<file path="config.mk">
export PLATFORM = sky130hd
export DESIGN_NAME = fn_ffn_pipe
export DESIGN_NICKNAME = d
export VERILOG_FILES = /design/src/rtl/lab_pkg.sv /design/src/rtl/sm_round_sat.sv /design/src/rtl/fn_ffn_pipe.sv
export SDC_FILE = /design/constraint.sdc
export NUM_CORES = 1
export LEC_CHECK = 0
export BUFFER_PORTS_ARGS = -buffer_cell sky130_fd_sc_hd__buf_2
export CAP_MARGIN = 10
export CORE_MARGIN = 4
export CORE_UTILIZATION = 40
export CTS_CLUSTER_SIZE = 14
export DETAILED_ROUTE_END_ITERATION = 6
export PLACE_DENSITY = 0.6
export SLEW_MARGIN = 20
export SYNTH_ARGS = -nofsm -noshare
export SYNTH_HDL_FRONTEND = slang
export SYNTH_SLANG_ARGS = --single-unit
export TNS_END_PERCENT = 20
</file>
<file path="constraint.sdc">
create_clock -name clock -period 5.64 [get_ports clock]
set_input_delay 0.282 -clock clock [delete_from_list [all_inputs] [get_ports clock]]
set_output_delay 0.282 -clock clock [all_outputs]
set_load 0.005 [all_outputs]
</file>
<file path="src/rtl/lab_pkg.sv">
// Shared types for the LAB-to-RGB path: rounding/op selectors, a signed-magnitude
// word, and the add/sub of a signed term onto the non-negative Fy.
package lab_pkg;

    // Wide enough for any DSIZE up to 32 plus the carry bit.
    localparam int SM_W = 33;

    typedef enum logic [1:0] {
        RM_CEIL    = 2'd0,
        RM_TRUNC   = 2'd1,
        RM_NEAREST = 2'd2
    } rmode_e;

    typedef enum logic {
        OP_ADD = 1'b0,
        OP_SUB = 1'b1
    } op_e;

    typedef struct packed {
        logic            sign;
        logic [SM_W-1:0] mag;
    } sm_t;

    // fy + (f_neg ? -f : f); equal magnitudes give +0.
    function automatic sm_t sm_addsub(input logic [SM_W-2:0] fy,
                                      input logic [SM_W-2:0] f,
                                      input logic            f_neg);
        sm_t r;
        if (!f_neg) begin
            r.sign = 1'b0;
            r.mag  = {1'b0, fy} + {1'b0, f};
        end else if (f > fy) begin
            r.sign = 1'b1;
            r.mag  = {1'b0, f - fy};
        end else begin
            r.sign = 1'b0;
            r.mag  = {1'b0, fy - f};
        end
        return r;
    endfunction

endpackage

</file>
<file path="src/rtl/sm_round_sat.sv">
// Combinational rescale of one signed-magnitude word: drop CSIZE fraction bits
// with the selected rounding, saturate to OSIZE bits, and clear the sign of zero.
module sm_round_sat
    import lab_pkg::*;
#(
    parameter int     CSIZE = 1,
    parameter int     OSIZE = 16,
    parameter rmode_e RM    = RM_CEIL
) (
    input  sm_t              din,
    output logic [OSIZE-1:0] mag,
    output logic             sign,
    output logic             sat
);

    localparam logic [CSIZE-1:0] HALF = CSIZE'(32'd1 << (CSIZE - 1));

    logic [SM_W-1:0]  q;
    logic [SM_W-1:0]  rnd;
    logic [CSIZE-1:0] rem;
    logic             inc;

    always_comb begin
        q   = din.mag >> CSIZE;
        rem = din.mag[CSIZE-1:0];
        inc = 1'b0;
        case (RM)
            RM_CEIL:    inc = (rem != '0);
            RM_NEAREST: inc = (rem >= HALF);
            default:    inc = 1'b0;
        endcase
        // q is at most 2^(SM_W-1)-1 here, so the increment cannot wrap.
        rnd  = q + SM_W'(inc);
        sat  = ((rnd >> OSIZE) != '0);
        mag  = sat ? '1 : rnd[OSIZE-1:0];
        sign = din.sign & (rnd != '0);
    end

endmodule

</file>
<file path="src/rtl/fn_ffn_pipe.sv">
// f(X)/f(Z) combiner: S1 forms Fy +/- Fx and Fy +/- Fz in sign-magnitude,
// S2 rounds and saturates all three channels; two-stage valid/ready pipe.
module fn_ffn_pipe
    import lab_pkg::*;
#(
    parameter int    DSIZE = 16,
    parameter int    CSIZE = 1,
    parameter int    OSIZE = 16,
    parameter int    TSIZE = 2,
    parameter string X_OP  = "ADD",
    parameter string Z_OP  = "SUB",
    parameter string RMODE = "CEIL"
) (
    input  logic             clock,
    input  logic             rst,
    input  logic             in_valid,
    output logic             in_ready,
    input  logic [DSIZE-1:0] Fx,
    input  logic [DSIZE-1:0] Fy,
    input  logic [DSIZE-1:0] Fz,
    input  logic             sign_Fx,
    input  logic             sign_Fz,
    input  logic [TSIZE-1:0] in_tag,
    output logic             out_valid,
    input  logic             out_ready,
    output logic [OSIZE-1:0] FFx,
    output logic [OSIZE-1:0] FFy,
    output logic [OSIZE-1:0] FFz,
    output logic             sign_FFx,
    output logic             sign_FFz,
    output logic             sat,
    output logic [TSIZE-1:0] out_tag
);

    localparam op_e    X_SEL = (X_OP == "SUB") ? OP_SUB : OP_ADD;
    localparam op_e    Z_SEL = (Z_OP == "SUB") ? OP_SUB : OP_ADD;
    localparam rmode_e RM    = (RMODE == "TRUNC")   ? RM_TRUNC :
                               (RMODE == "NEAREST") ? RM_NEAREST : RM_CEIL;

    // Handshake: a beat moves on valid & ready. S2 loads when empty or out_ready;
    // S1 loads when empty or S2 loads; in_ready = S1 load enable. Data registers
    // only capture real beats, so outputs hold while out_valid & !out_ready.
    logic s1_valid, s2_valid, s1_load, s2_load;

    assign s2_load   = !s2_valid | out_ready;
    assign s1_load   = !s1_valid | s2_load;
    assign in_ready  = s1_load;
    assign out_valid = s2_valid;

    sm_t x_sum, z_sum;
    assign x_sum = sm_addsub((SM_W-1)'(Fy), (SM_W-1)'(Fx), sign_Fx ^ (X_SEL == OP_SUB));
    assign z_sum = sm_addsub((SM_W-1)'(Fy), (SM_W-1)'(Fz), sign_Fz ^ (Z_SEL == OP_SUB));

    sm_t              s1_x, s1_z, s1_y;
    logic [DSIZE-1:0] s1_fy;
    logic [TSIZE-1:0] s1_tag;

    assign s1_y = '{sign: 1'b0, mag: SM_W'(s1_fy)};

    logic [OSIZE-1:0] rx_mag, ry_mag, rz_mag;
    logic             rx_sign, rz_sign, ry_sign_unused;
    logic             rx_sat, ry_sat, rz_sat;

    sm_round_sat #(.CSIZE(CSIZE), .OSIZE(OSIZE), .RM(RM)) u_rx (
        .din(s1_x), .mag(rx_mag), .sign(rx_sign), .sat(rx_sat)
    );
    sm_round_sat #(.CSIZE(CSIZE), .OSIZE(OSIZE), .RM(RM)) u_ry (
        .din(s1_y), .mag(ry_mag), .sign(ry_sign_unused), .sat(ry_sat)
    );
    sm_round_sat #(.CSIZE(CSIZE), .OSIZE(OSIZE), .RM(RM)) u_rz (
        .din(s1_z), .mag(rz_mag), .sign(rz_sign), .sat(rz_sat)
    );

    always_ff @(posedge clock) begin
        if (rst) begin
            s1_valid <= 1'b0;
            s1_x     <= '0;
            s1_z     <= '0;
            s1_fy    <= '0;
            s1_tag   <= '0;
            s2_valid <= 1'b0;
            FFx      <= '0;
            FFy      <= '0;
            FFz      <= '0;
            sign_FFx <= 1'b0;
            sign_FFz <= 1'b0;
            sat      <= 1'b0;
            out_tag  <= '0;
        end else begin
            if (s1_load) begin
                s1_valid <= in_valid;
                if (in_valid) begin
                    s1_x   <= x_sum;
                    s1_z   <= z_sum;
                    s1_fy  <= Fy;
                    s1_tag <= in_tag;
                end
            end
            if (s2_load) begin
                s2_valid <= s1_valid;
                if (s1_valid) begin
                    FFx      <= rx_mag;
                    FFy      <= ry_mag;
                    FFz      <= rz_mag;
                    sign_FFx <= rx_sign;
                    sign_FFz <= rz_sign;
                    sat      <= rx_sat | ry_sat | rz_sat;
                    out_tag  <= s1_tag;
                end
            end
        end
    end

endmodule

</file>
==> run summary <==
Starting DRT DRC Count = 1013
flops & latches, synth = 111
clock latency at the later pin of the worst-skew pair = 0.37 ns
max_slew headroom = 39.0%
via count of the first global-routing pass = 8572
area leader, netlist = dfxtp_1
Slew Viols, Final = 0
ranking of synthesized cells by area = dfxtp_1, ha_1, a21oi_1
DRT antenna net count = 0
TritonCTS buffer count = 9
register share of total power = 37.4%
hold path startpoint = in_tag[1]
CTS sink count = 111
switching pwr = 0.000881 W
TritonRoute pass-1 iters = 6
Setup CP Type = input pin to register
Placer Congestion = 0.911
Mapped Nets = 1447
Pleak = 4.63 nW
WP data required = 5.92 ns
Max Cap Viol = 0
R2R Path Start = s1_z[0]$_SDFFE_PP0P_
clock share of power = 29.5%
sequential fraction of the synthesis area = 23.2%
die height = 163 um
VDD IR max = 147 uV
crit path DAT = 3.61 ns
Power Dens Cells = 229 mW/mm2
FMAX = 301 MHz
Tmin final = 3.33 ns
most common cell after layout, fill and taps aside = nand2_1
initial antenna violation count = 1
CP max FO = 29
Crit. End Element = register
placed cell area = 0.0103 mm2
final net count = 1496
most used flip-flop cell after synthesis = dfxtp_1
Ys Warns = 0
Mean Syn Cell Area = 7.47 um2
Final WS setup = 2.31 ns
switching share of power = 36.2%
routed len/inst = 18.4 um
ANT cells = 0
die width = 163 um
# DRC = 0
layout cell share with drive strength beyond 1 = 11.8%
total power draw = 0.00243 W
via count = 9416
pre-CTS WS = 2.04 ns
clk buf depth = 2
dpl hpwl = 23400 um
hold buffers post-CTS = 0
Hold Path Class = input pin to register
startpoint types = input pin
H-tree depth = 3
CTS tree = done
Critical path origin = Fx[10]
first-pass GRT wire length = 48200 um
Post-synth EDFFs = 0
largest net degree at the start of global routing = 79
Initial Util = 40.7%
RSZ-0062 raised after global routing = false
internal power = 0.00155 W
post_cts resized = 0
status = complete, no violations
final worst-path cycle share = 59.0%
top-level port count = 111
count of final hold-check violations = 0
Core ar. = 0.0235 mm2
Clock transition at path regs = 0.07 ns
fin util = 45.1%
gr ovfl total = 0
Post-Synthesis Cell Area = 0.00958 mm2
setup bufs post-CTS = 0
Die ar. = 0.0265 mm2
Worst Tran Pin Value = 0.915 ns
Logic pwr share = 33.2%
drt via density = 5.69
row count = 56
Total GRT Usage = 22.5%
PortBufs = 110
root buf cell = clkbuf_16
most frequent cells in the layout = nand2_1, a21oi_1, dfxtp_1
Post-Layout Inst Area = 0.0106 mm2
Post-Synthesis Cells = 1283
P&R area growth vs syn = 10.8%
total wire length = 30500 um
final setup vio count = 0
library cells used by synthesis = 78
post-synth top area share = 23.2%
setup TNS = 0 ns
asr flop ratio synth = 0%
worst clock skew = 0.0201 ns
[synth_stat cells (all sizes together), types with 7 or more instances]
library cell  count
clkbuf           53
nand2           135
a21oi           113
ha              102
nor2            109
o21ai            88
or3              13
a21o             10
xnor2            32
a31oi            49
o211ai           11
nor3             35
o21a              8
buf              27
o31ai            13
nor2b            12
nand4            13
dfxtp           111
mux2i            19
inv              85
and3             18
a211oi           24
nand2b           17
and2              7
xor2             26
a311oi           11
nand3            33
[final cells by class]
class	instances	area (um2)
Fill cell	2523	12900
Multi-Input combinational cell	1006	6710
Sequential cell	111	2220
Timing Repair Buffer	118	631
Tap cell	319	399
Inverter	86	323
Clock buffer	9	225
Clock inverter	7	106
[worst paths after layout]
path              cells past startpoint  slack (ns)                endpoint
setup reg to reg                     11        2.81   sign_FFz$_SDFFE_PP0P_
hold / removal                        3        0.16  s1_tag[1]$_SDFFE_PP0P_
setup / recovery                     12        2.31   s1_x[16]$_SDFFE_PP0P_
hold reg to reg                       2        0.45     FFy[1]$_SDFFE_PP0P_
[metrics by stage]
stage / std cells / hold slack (ns)
2_1_floorplan: 1283 / 0.399
3_3_place_gp: 1639 / 0.440
3_5_place_dp: 1639 / 0.447
4_1_cts: 1655 / 0.154
5_1_grt: 1656 / 0.151
6_report: 1656 / 0.162
[worst max-delay path, cell delays in order]
cell and delay, ns:
buf_2 0.13, inv_1 0.05, ha_1 0.55, nand4_1 0.30, nor2_1 0.22, a31oi_1 0.18
a21bo_4 0.53, mux2i_1 0.16, a221o_1 0.31, a2111o_1 0.42, a31oi_1 0.29, o21bai_1 0.16
[power groups by stage]
stage / clock network, W / registers [W] / logic [W]
CTS: 0.000734 / 0.000907 / 0.000792
finish: 0.000716 / 0.000909 / 0.000806
global placement: 0 / 0.000924 / 0.000786
detailed placement: 0 / 0.000925 / 0.000787
floorplan: 0 / 0.000907 / 0.000562
global route: 0.000763 / 0.000917 / 0.000892
[sequential cells by signal, indices dropped and copies added (netlist names)]
signal     cells
sign_FFz       1
s1_valid       1
FFz           16
FFy           16
s1_x          19
s1_z          19
sat            1
sign_FFx       1
FFx           16
s1_fy         16
s1_tag         2
out_valid      1
out_tag        2
[per-layer routing]
| metal | vias up | global-route usage, % | part of all wire, % |
|---|---|---|---|
| met3 | 49 | 2.94 | 5.5 |
| met2 | 326 | 33.1 | 42 |
| met5 | - | 0 | 0.023 |
| li1 | 4663 | - | - |
| met1 | 4376 | 34.0 | 50 |
| met4 | 2 | 7.21 | 2.9 |
[cells by family (layout without fill, tap and decap cells)]
family,count (synthesis),in the layout,share of synthesized area [%]
AO/OA/AOI/OAI,392,392,26.2
AND/OR/NAND/NOR,423,423,21.1
flip-flops,111,111,23.2
adder cells (fa/ha/maj),108,108,14.6
XOR/XNOR,58,58,5.30
multiplexers,25,25,2.69
buffers and inverters,166,220,6.93
Note: power is estimated with default switching activity, not from simulation.
